File: src/rtl/guvm_mem_arbiter_pkg.sv
// Shared types and constants for the instruction/data memory arbiter.
package guvm_mem_pkg;

  typedef enum logic [1:0] {
    IDLE = 2'd0,
    MEM  = 2'd1,
    DONE = 2'd2
  } state_e;

  typedef enum logic {
    SIDE_IC = 1'b0,
    SIDE_DC = 1'b1
  } side_e;

  localparam logic [1:0] SZ_BYTE = 2'b00;
  localparam logic [1:0] SZ_HALF = 2'b01;
  localparam logic [1:0] SZ_WORD = 2'b10;

  localparam logic HOLD_STALL = 1'b0;

  // Byte accesses and the unused 2'b11 encoding never fault on alignment.
  function automatic logic misaligned(input logic [1:0] size, input logic [1:0] addr_lo);
    return ((size == SZ_WORD) && (addr_lo != 2'b00)) ||
           ((size == SZ_HALF) && addr_lo[0]);
  endfunction

endpackage

File: src/rtl/guvm_mem_arbiter_if.sv
// Single-ported memory bus between the arbiter (master) and the memory model (slave).
interface guvm_mem_arbiter_if #(
  parameter int ADDR_W = 32,
  parameter int DATA_W = 32
);

  logic              mem_req;
  logic              mem_we;
  logic [1:0]        mem_size;
  logic [ADDR_W-1:0] mem_addr;
  logic [DATA_W-1:0] mem_wdata;
  logic              mem_ack;
  logic [DATA_W-1:0] mem_rdata;
  logic              mem_err;

  modport master (
    output mem_req, mem_we, mem_size, mem_addr, mem_wdata,
    input  mem_ack, mem_rdata, mem_err
  );

  modport slave (
    input  mem_req, mem_we, mem_size, mem_addr, mem_wdata,
    output mem_ack, mem_rdata, mem_err
  );

endinterface

File: src/rtl/guvm_mem_arbiter_rr.sv
// Two-way round-robin grant; the pointer only moves when both sides compete.
module guvm_rr_arb2
  import guvm_mem_pkg::*;
#(
  parameter bit DATA_FIRST = 1'b1
) (
  input  logic  clk,
  input  logic  rst,
  input  logic  en,
  input  logic  req_ic,
  input  logic  req_dc,
  output logic  gnt_valid,
  output side_e gnt_side
);

  side_e ptr;

  // NOTE: every output of a combinational block gets a default first so no latch is inferred.
  always_comb begin
    gnt_valid = en && (req_ic || req_dc);
    gnt_side  = SIDE_IC;
    if (req_ic && req_dc) gnt_side = ptr;
    else if (req_dc)      gnt_side = SIDE_DC;
  end

  always_ff @(posedge clk or negedge rst) begin
    if (!rst) begin
      ptr <= side_e'(DATA_FIRST);
    end else if (en && req_ic && req_dc) begin
      ptr <= (ptr == SIDE_IC) ? SIDE_DC : SIDE_IC;
    end
  end

endmodule

File: src/rtl/guvm_mem_arbiter.sv
// Shares one single-ported memory between instruction fetch and data access,
// one outstanding transaction at a time, with a one-cycle response.
module guvm_mem_arbiter
  import guvm_mem_pkg::*;
#(
  parameter int ADDR_W      = 32,
  parameter int DATA_W      = 32,
  parameter int TIMEOUT_CYC = 16,
  parameter bit DATA_FIRST  = 1'b1
) (
  input  logic              clk,
  input  logic              rst,
  input  logic              ic_req,
  input  logic [ADDR_W-1:0] ic_addr,
  output logic              ic_hold,
  output logic [DATA_W-1:0] ic_data,
  output logic              ic_mexc,
  input  logic              dc_req,
  input  logic              dc_we,
  input  logic [1:0]        dc_size,
  input  logic [ADDR_W-1:0] dc_addr,
  input  logic [DATA_W-1:0] dc_wdata,
  output logic              dc_hold,
  output logic [DATA_W-1:0] dc_data,
  output logic              dc_mexc,
  output logic              dc_werr,
  guvm_mem_arbiter_if.master mem
);

  localparam int CNT_W = (TIMEOUT_CYC > 1) ? $clog2(TIMEOUT_CYC) : 1;

  state_e            state;
  side_e             side;
  logic              mem_req_q;
  logic              lat_we;
  logic [1:0]        lat_size;
  logic [ADDR_W-1:0] lat_addr;
  logic [DATA_W-1:0] lat_wdata;
  logic [CNT_W-1:0]  cnt;

  logic              gnt_valid;
  side_e             gnt_side;
  logic              timeout_hit;
  logic [DATA_W-1:0] resp_data;
  logic              resp_err;

  guvm_rr_arb2 #(.DATA_FIRST(DATA_FIRST)) u_arb (
    .clk       (clk),
    .rst       (rst),
    .en        (state == IDLE),
    .req_ic    (ic_req),
    .req_dc    (dc_req),
    .gnt_valid (gnt_valid),
    .gnt_side  (gnt_side)
  );

  assign timeout_hit = (TIMEOUT_CYC != 0) && (cnt == CNT_W'(TIMEOUT_CYC - 1));

  // A timeout completes like an error ack with zero data; a real ack in the same cycle wins.
  assign resp_data = mem.mem_ack ? mem.mem_rdata : '0;
  assign resp_err  = mem.mem_ack ? mem.mem_err   : 1'b1;

  assign ic_hold = (!rst || (ic_req && !(state == DONE && side == SIDE_IC))) ? HOLD_STALL : ~HOLD_STALL;
  assign dc_hold = (!rst || (dc_req && !(state == DONE && side == SIDE_DC))) ? HOLD_STALL : ~HOLD_STALL;

  assign mem.mem_req   = mem_req_q;
  assign mem.mem_we    = lat_we;
  assign mem.mem_size  = lat_size;
  assign mem.mem_addr  = lat_addr;
  assign mem.mem_wdata = lat_wdata;

  // NOTE: sequential state uses non-blocking assignments so every register samples pre-edge values.
  always_ff @(posedge clk or negedge rst) begin
    if (!rst) begin
      state     <= IDLE;
      side      <= SIDE_IC;
      mem_req_q <= 1'b0;
      lat_we    <= 1'b0;
      lat_size  <= SZ_BYTE;
      lat_addr  <= '0;
      lat_wdata <= '0;
      cnt       <= '0;
      ic_data   <= '0;
      ic_mexc   <= 1'b0;
      dc_data   <= '0;
      dc_mexc   <= 1'b0;
      dc_werr   <= 1'b0;
    end else begin
      // Response fields are live only during the DONE cycle.
      ic_data <= '0;
      ic_mexc <= 1'b0;
      dc_data <= '0;
      dc_mexc <= 1'b0;
      dc_werr <= 1'b0;

      unique case (state)
        IDLE: begin
          if (gnt_valid) begin
            side <= gnt_side;
            cnt  <= '0;
            if (gnt_side == SIDE_DC) begin
              lat_we    <= dc_we;
              lat_size  <= dc_size;
              lat_addr  <= dc_addr;
              lat_wdata <= dc_wdata;
            end else begin
              lat_we    <= 1'b0;
              lat_size  <= SZ_WORD;
              lat_addr  <= ic_addr;
              lat_wdata <= '0;
            end
            if (gnt_side == SIDE_DC && misaligned(dc_size, dc_addr[1:0])) begin
              state   <= DONE;
              dc_mexc <= !dc_we;
              dc_werr <= dc_we;
            end else begin
              state     <= MEM;
              mem_req_q <= 1'b1;
            end
          end
        end

        MEM: begin
          if (mem.mem_ack || timeout_hit) begin
            state     <= DONE;
            mem_req_q <= 1'b0;
            // A requester that has gone away gets nothing, not even the error.
            if (side == SIDE_IC) begin
              if (ic_req) begin
                ic_data <= resp_data;
                ic_mexc <= resp_err;
              end
            end else if (dc_req) begin
              dc_data <= lat_we ? '0 : resp_data;
              dc_mexc <= !lat_we && resp_err;
              dc_werr <= lat_we && resp_err;
            end
          end else begin
            cnt <= cnt + 1'b1;
          end
        end

        DONE: state <= IDLE;

        default: state <= IDLE;
      endcase
    end
  end

endmodule
File: src/flat_wrapper.sv
// flat-port wrapper written by rule: the top's interface ports become plain ports
module guvm_mem_arbiter_flat import guvm_mem_pkg::*;
#(
  parameter int ADDR_W      = 32,
  parameter int DATA_W      = 32,
  parameter int TIMEOUT_CYC = 16,
  parameter bit DATA_FIRST  = 1'b1
)
  (clk, rst, ic_req, ic_addr, ic_hold, ic_data, ic_mexc, dc_req, dc_we, dc_size, dc_addr, dc_wdata, dc_hold, dc_data, dc_mexc, dc_werr, mem_mem_req, mem_mem_we, mem_mem_size, mem_mem_addr, mem_mem_wdata, mem_mem_ack, mem_mem_rdata, mem_mem_err);
  guvm_mem_arbiter_if #(.ADDR_W(ADDR_W), .DATA_W(DATA_W)) mem_i ();
  input  logic clk;
  input  logic rst;
  input  logic ic_req;
  input  logic [ADDR_W-1:0] ic_addr;
  output logic ic_hold;
  output logic [DATA_W-1:0] ic_data;
  output logic ic_mexc;
  input  logic dc_req;
  input  logic dc_we;
  input  logic [1:0] dc_size;
  input  logic [ADDR_W-1:0] dc_addr;
  input  logic [DATA_W-1:0] dc_wdata;
  output logic dc_hold;
  output logic [DATA_W-1:0] dc_data;
  output logic dc_mexc;
  output logic dc_werr;
  output wire logic [$bits(mem_i.mem_req)-1:0] mem_mem_req;
  output wire logic [$bits(mem_i.mem_we)-1:0] mem_mem_we;
  output wire logic [$bits(mem_i.mem_size)-1:0] mem_mem_size;
  output wire logic [$bits(mem_i.mem_addr)-1:0] mem_mem_addr;
  output wire logic [$bits(mem_i.mem_wdata)-1:0] mem_mem_wdata;
  input wire logic [$bits(mem_i.mem_ack)-1:0] mem_mem_ack;
  input wire logic [$bits(mem_i.mem_rdata)-1:0] mem_mem_rdata;
  input wire logic [$bits(mem_i.mem_err)-1:0] mem_mem_err;
  assign mem_mem_req = mem_i.mem_req;
  assign mem_mem_we = mem_i.mem_we;
  assign mem_mem_size = mem_i.mem_size;
  assign mem_mem_addr = mem_i.mem_addr;
  assign mem_mem_wdata = mem_i.mem_wdata;
  assign mem_i.mem_ack = mem_mem_ack;
  assign mem_i.mem_rdata = mem_mem_rdata;
  assign mem_i.mem_err = mem_mem_err;
  guvm_mem_arbiter #(.ADDR_W(ADDR_W), .DATA_W(DATA_W), .TIMEOUT_CYC(TIMEOUT_CYC), .DATA_FIRST(DATA_FIRST)) u_core (.clk(clk), .rst(rst), .ic_req(ic_req), .ic_addr(ic_addr), .ic_hold(ic_hold), .ic_data(ic_data), .ic_mexc(ic_mexc), .dc_req(dc_req), .dc_we(dc_we), .dc_size(dc_size), .dc_addr(dc_addr), .dc_wdata(dc_wdata), .dc_hold(dc_hold), .dc_data(dc_data), .dc_mexc(dc_mexc), .dc_werr(dc_werr), .mem(mem_i));
endmodule
File: config.mk
export PLATFORM = sky130hd
export DESIGN_NAME = guvm_mem_arbiter_flat
export DESIGN_NICKNAME = d
export VERILOG_FILES = /design/src/rtl/guvm_mem_arbiter_pkg.sv /design/src/rtl/guvm_mem_arbiter_if.sv /design/src/rtl/guvm_mem_arbiter_rr.sv /design/src/rtl/guvm_mem_arbiter.sv /design/src/flat_wrapper.sv
export SDC_FILE = /design/constraint.sdc
export NUM_CORES = 1
export LEC_CHECK = 0
export ABC_AREA = 1
export BUFFER_PORTS_ARGS = -buffer_cell sky130_fd_sc_hd__clkbuf_2
export CORE_MARGIN = 2
export CORE_UTILIZATION = 49
export DETAILED_ROUTE_END_ITERATION = 10
export GPL_ROUTABILITY_DRIVEN = 0
export HOLD_SLACK_MARGIN = 0.03
export PLACE_DENSITY = 0.85
export SETUP_SLACK_MARGIN = 0.4
export SLEW_MARGIN = 20
export SYNTH_ARGS = -nofsm -noshare
export SYNTH_HDL_FRONTEND = slang
export SYNTH_SLANG_ARGS = --single-unit
File: constraint.sdc
create_clock -name clk -period 3.6 [get_ports clk]
set_clock_uncertainty 0.15 [all_clocks]
set_input_delay 1.08 -clock clk [delete_from_list [all_inputs] [get_ports clk]]
set_output_delay 1.08 -clock clk [all_outputs]
set_load 0.01 [all_outputs]
==> results.cfg <==
[yosys]
syn_avg_cell_area_um2 = 10.4
yosys_warnings = 0
synth_fp_nets = 651
yosys.area.top_type = dfrtp_1
synth_cell_types = 25
syn_area_um2 = 5340
synth_top_area_share_pct = 66.5
yosys-top-cells-area = dfrtp_1 66%, nor2_1 7.3%, nand2_1 6.0%
netlist_instances = 513
ys_ff_latch = 143
yosysSeqAreaShare_pct = 67.0

[global_route]
grt_pass1_vias = 4632
grt-ovfl-total = 0
grt_pass1_wl_mm = 22.2
grt_max_degree = 83
grtUsageTotal_pct = 24.7
antenna_found_initial = 0

[timing]
clock.fmax_ghz = 0.362
relSlewSlack_pct = 51.3
setup_viol_count_final = 0
grt_setup_unrepaired = no
period_needed_ns = 2.76
layout_setup_ws_ns = 0.837
worst_pin_slew_ns = 0.730
hold_viol_final = 0
final.period_utilization_pct = 76.8
setup-tns-final_ns = 0
maxSlewViolCount = 0

[final_layout]
antenna_cells = 0
drive_gt1_share_pct = 40.3
syn_to_final_growth_pct = 37.9
layout.area.seq_um2 = 3580
multi_input_area_um2 = 1560
final_nets = 922
fillers = 830
final_cells = 936

[placed_design]
place_ws_ns = 0.836
port_buffers = 273
dp.cells = 905
dp_hpwl_mm = 10.3

[die]
dieArea_um2 = 11800
core_area_um2 = 10700
ios = 274
die-height_um = 108
start_util_pct = 49.7
rows = 38
chipWidth_um = 108

[clocking]
post_cts_resized = 0
postCtsSetupBuffers = 0
clock_path_buffers = 2
cts_htree_levels = 4
clkTransAtPathRegs_ns = 0.05
cts_root_buf = clkbuf_8
cts_buffers = 17
clk-insertion-delay-late_ns = 0.51
cts_tree = built
cts_sinks = 143
cts_hold_buffers = 0

[routing]
wl_mm = 14.2
dr.pass1.iters = 4
via_per_inst = 5.02
wl_per_cell_um = 15.2
vias = 4702
drtIter0Drc = 281
ant_nets = 0
drc_errors = 0

[worst_setup_path]
criticalPathCategory = in2out
cp_max_fo = 5
worst_setup_path_end_kind = output pin
rr_worst_depth = 6
max_stage_delay_ns = 0.16
crit_path_top_delay_cell = a21oi_1
rrSetupSlack_ns = 1.65
required_ns = 2.37
cp-start-kind = input pin
cp_common_cell = clkbuf_2
r2r_end = u_core.mem.mem_addr[0]$_DFFE_PN0P_
worstReg2RegStart = u_core.state[1]$_DFFE_PN0P_
path_cells = clkbuf_2 -> a21oi_1 -> clkbuf_2
cp.arrival_ns = 1.53

[min_path]
min_from = u_core.mem.mem_req$_DFFE_PN0P_
hold_path_depth = 2
min_path_type = reg2reg
min_to = u_core.mem.mem_req$_DFFE_PN0P_

[pwr]
internal_power_uw = 3730
clkPwrFrac_pct = 27.8
seq_power_share_pct = 41.0
leakage_uw = 0.00408
ir_worst_vdd_mv = 0.507
power_density_nw_per_um2 = 780
sw_frac_of_total_pct = 35.0
combPwrFrac_pct = 31.3
p_sw_uw = 2010

[run_status]
status = completed

[run]
maxCapViolations = 0
## final cells by class
cell class              instances  area share [%]
clock buffers                  20            5.91
clock inverters                11            1.48
inverters                      19           0.968
multi-input cells             322            21.2
flip-flops and latches        143            48.6
well taps                     140            2.38
repair buffers                281            19.5
## flip-flops by register name, indices dropped and copies added (netlist names)
name / cells
u_core.mem.mem_req: 1
u_core.mem.mem_we: 1
u_core.mem.mem_addr: 32
u_core.mem.mem_size: 2
u_core.mem.mem_wdata: 32
u_core.u_arb.ptr: 1
u_core.dc_mexc: 1
u_core.state: 2
u_core.ic_data: 32
u_core.dc_werr: 1
u_core.side: 1
u_core.ic_mexc: 1
u_core.dc_data: 32
u_core.cnt: 4
## power by group through the flow
stage / registers, uW / clock network, uW / logic [uW]
5_1_grt: 2400 / 1700 / 2000
3_3_place_gp: 2350 / 0 / 1760
3_5_place_dp: 2370 / 0 / 1820
2_1_floorplan: 2520 / 0 / 877
4_1_cts: 2350 / 1620 / 1820
6_report: 2360 / 1590 / 1800
## cells in the mapped netlist (all sizes together)
library cell    n
nor3            2
a21oi           3
buf            21
dfstp           1
nand2          85
o21ai          70
clkbuf          8
nand4           1
o22ai           1
xnor2           1
xor2            1
dfrtp         142
nand3          14
nor2          109
inv            19
a21boi          1
a22o           33
ha              1
## critical path, delay by kind of cell
family / cells / cell delay (ns)
buf+inv: 2 / 0.29
compound gates: 1 / 0.16
## routing by layer
layer	global-route usage, %	wire, um	up-vias	part of all wire (%)
met3	6.93	1130	32	7.9
met1	29.0	5430	2231	38
met2	42.4	7310	216	51
li1	-	-	2223	-
met5	0	0	-	0
met4	10.4	369	0	2.6
## stage by stage
stage	cell area [um^2]	hold slack [ns]	utilization (%)	power (uW)
floorplan	5340	0.354	-	3400
global placement	6820	0.311	63.5	4110
detailed placement	6820	0.316	63.5	4190
CTS	7360	0.329	68.5	5800
global route	7370	0.358	68.6	6100
finish	7370	0.332	68.6	5750
## worst max-delay path by stage
stage | from | to | slack (ns) | cells after the start
after floorplan | rst | dc_hold | 1.06 | 2
after global placement | dc_req | dc_hold | 0.83 | 3
after detailed placement | rst | ic_hold | 0.84 | 4
after CTS | rst | ic_hold | 0.83 | 4
after global routing | dc_req | dc_hold | 0.77 | 3
final | dc_req | dc_hold | 0.84 | 3
## kinds of logic after synthesis
| group | Yosys count | share of synthesized area [%] |
|---|---|---|
| adders and majority gates | 1 | 0.234 |
| buffers and inverters | 48 | 3.96 |
| and+or+nand+nor | 211 | 15.9 |
| DFF | 143 | 67.0 |
| AOI/OAI and AO/OA | 108 | 12.6 |
| xor gates and xnor gates | 2 | 0.328 |
## cell usage in the layout, fill, tap and decap left out, drive strengths merged
master | netlist | layout
dfrtp | 142 | 142
xor2 | 1 | 1
clkbuf | 8 | 292
bufinv | 0 | 1
clkinvlp | 0 | 4
nor3 | 2 | 2
a22o | 33 | 33
clkinv | 0 | 3
nor2 | 109 | 109
nand4 | 1 | 1
o21ai | 70 | 70
nand2 | 85 | 85
a21boi | 1 | 1
ha | 1 | 1
a21oi | 3 | 3
inv | 19 | 22
dfstp | 1 | 1
xnor2 | 1 | 1
buf | 21 | 9
nand3 | 14 | 14
o22ai | 1 | 1
Note: power is estimated with default switching activity, not from simulation.
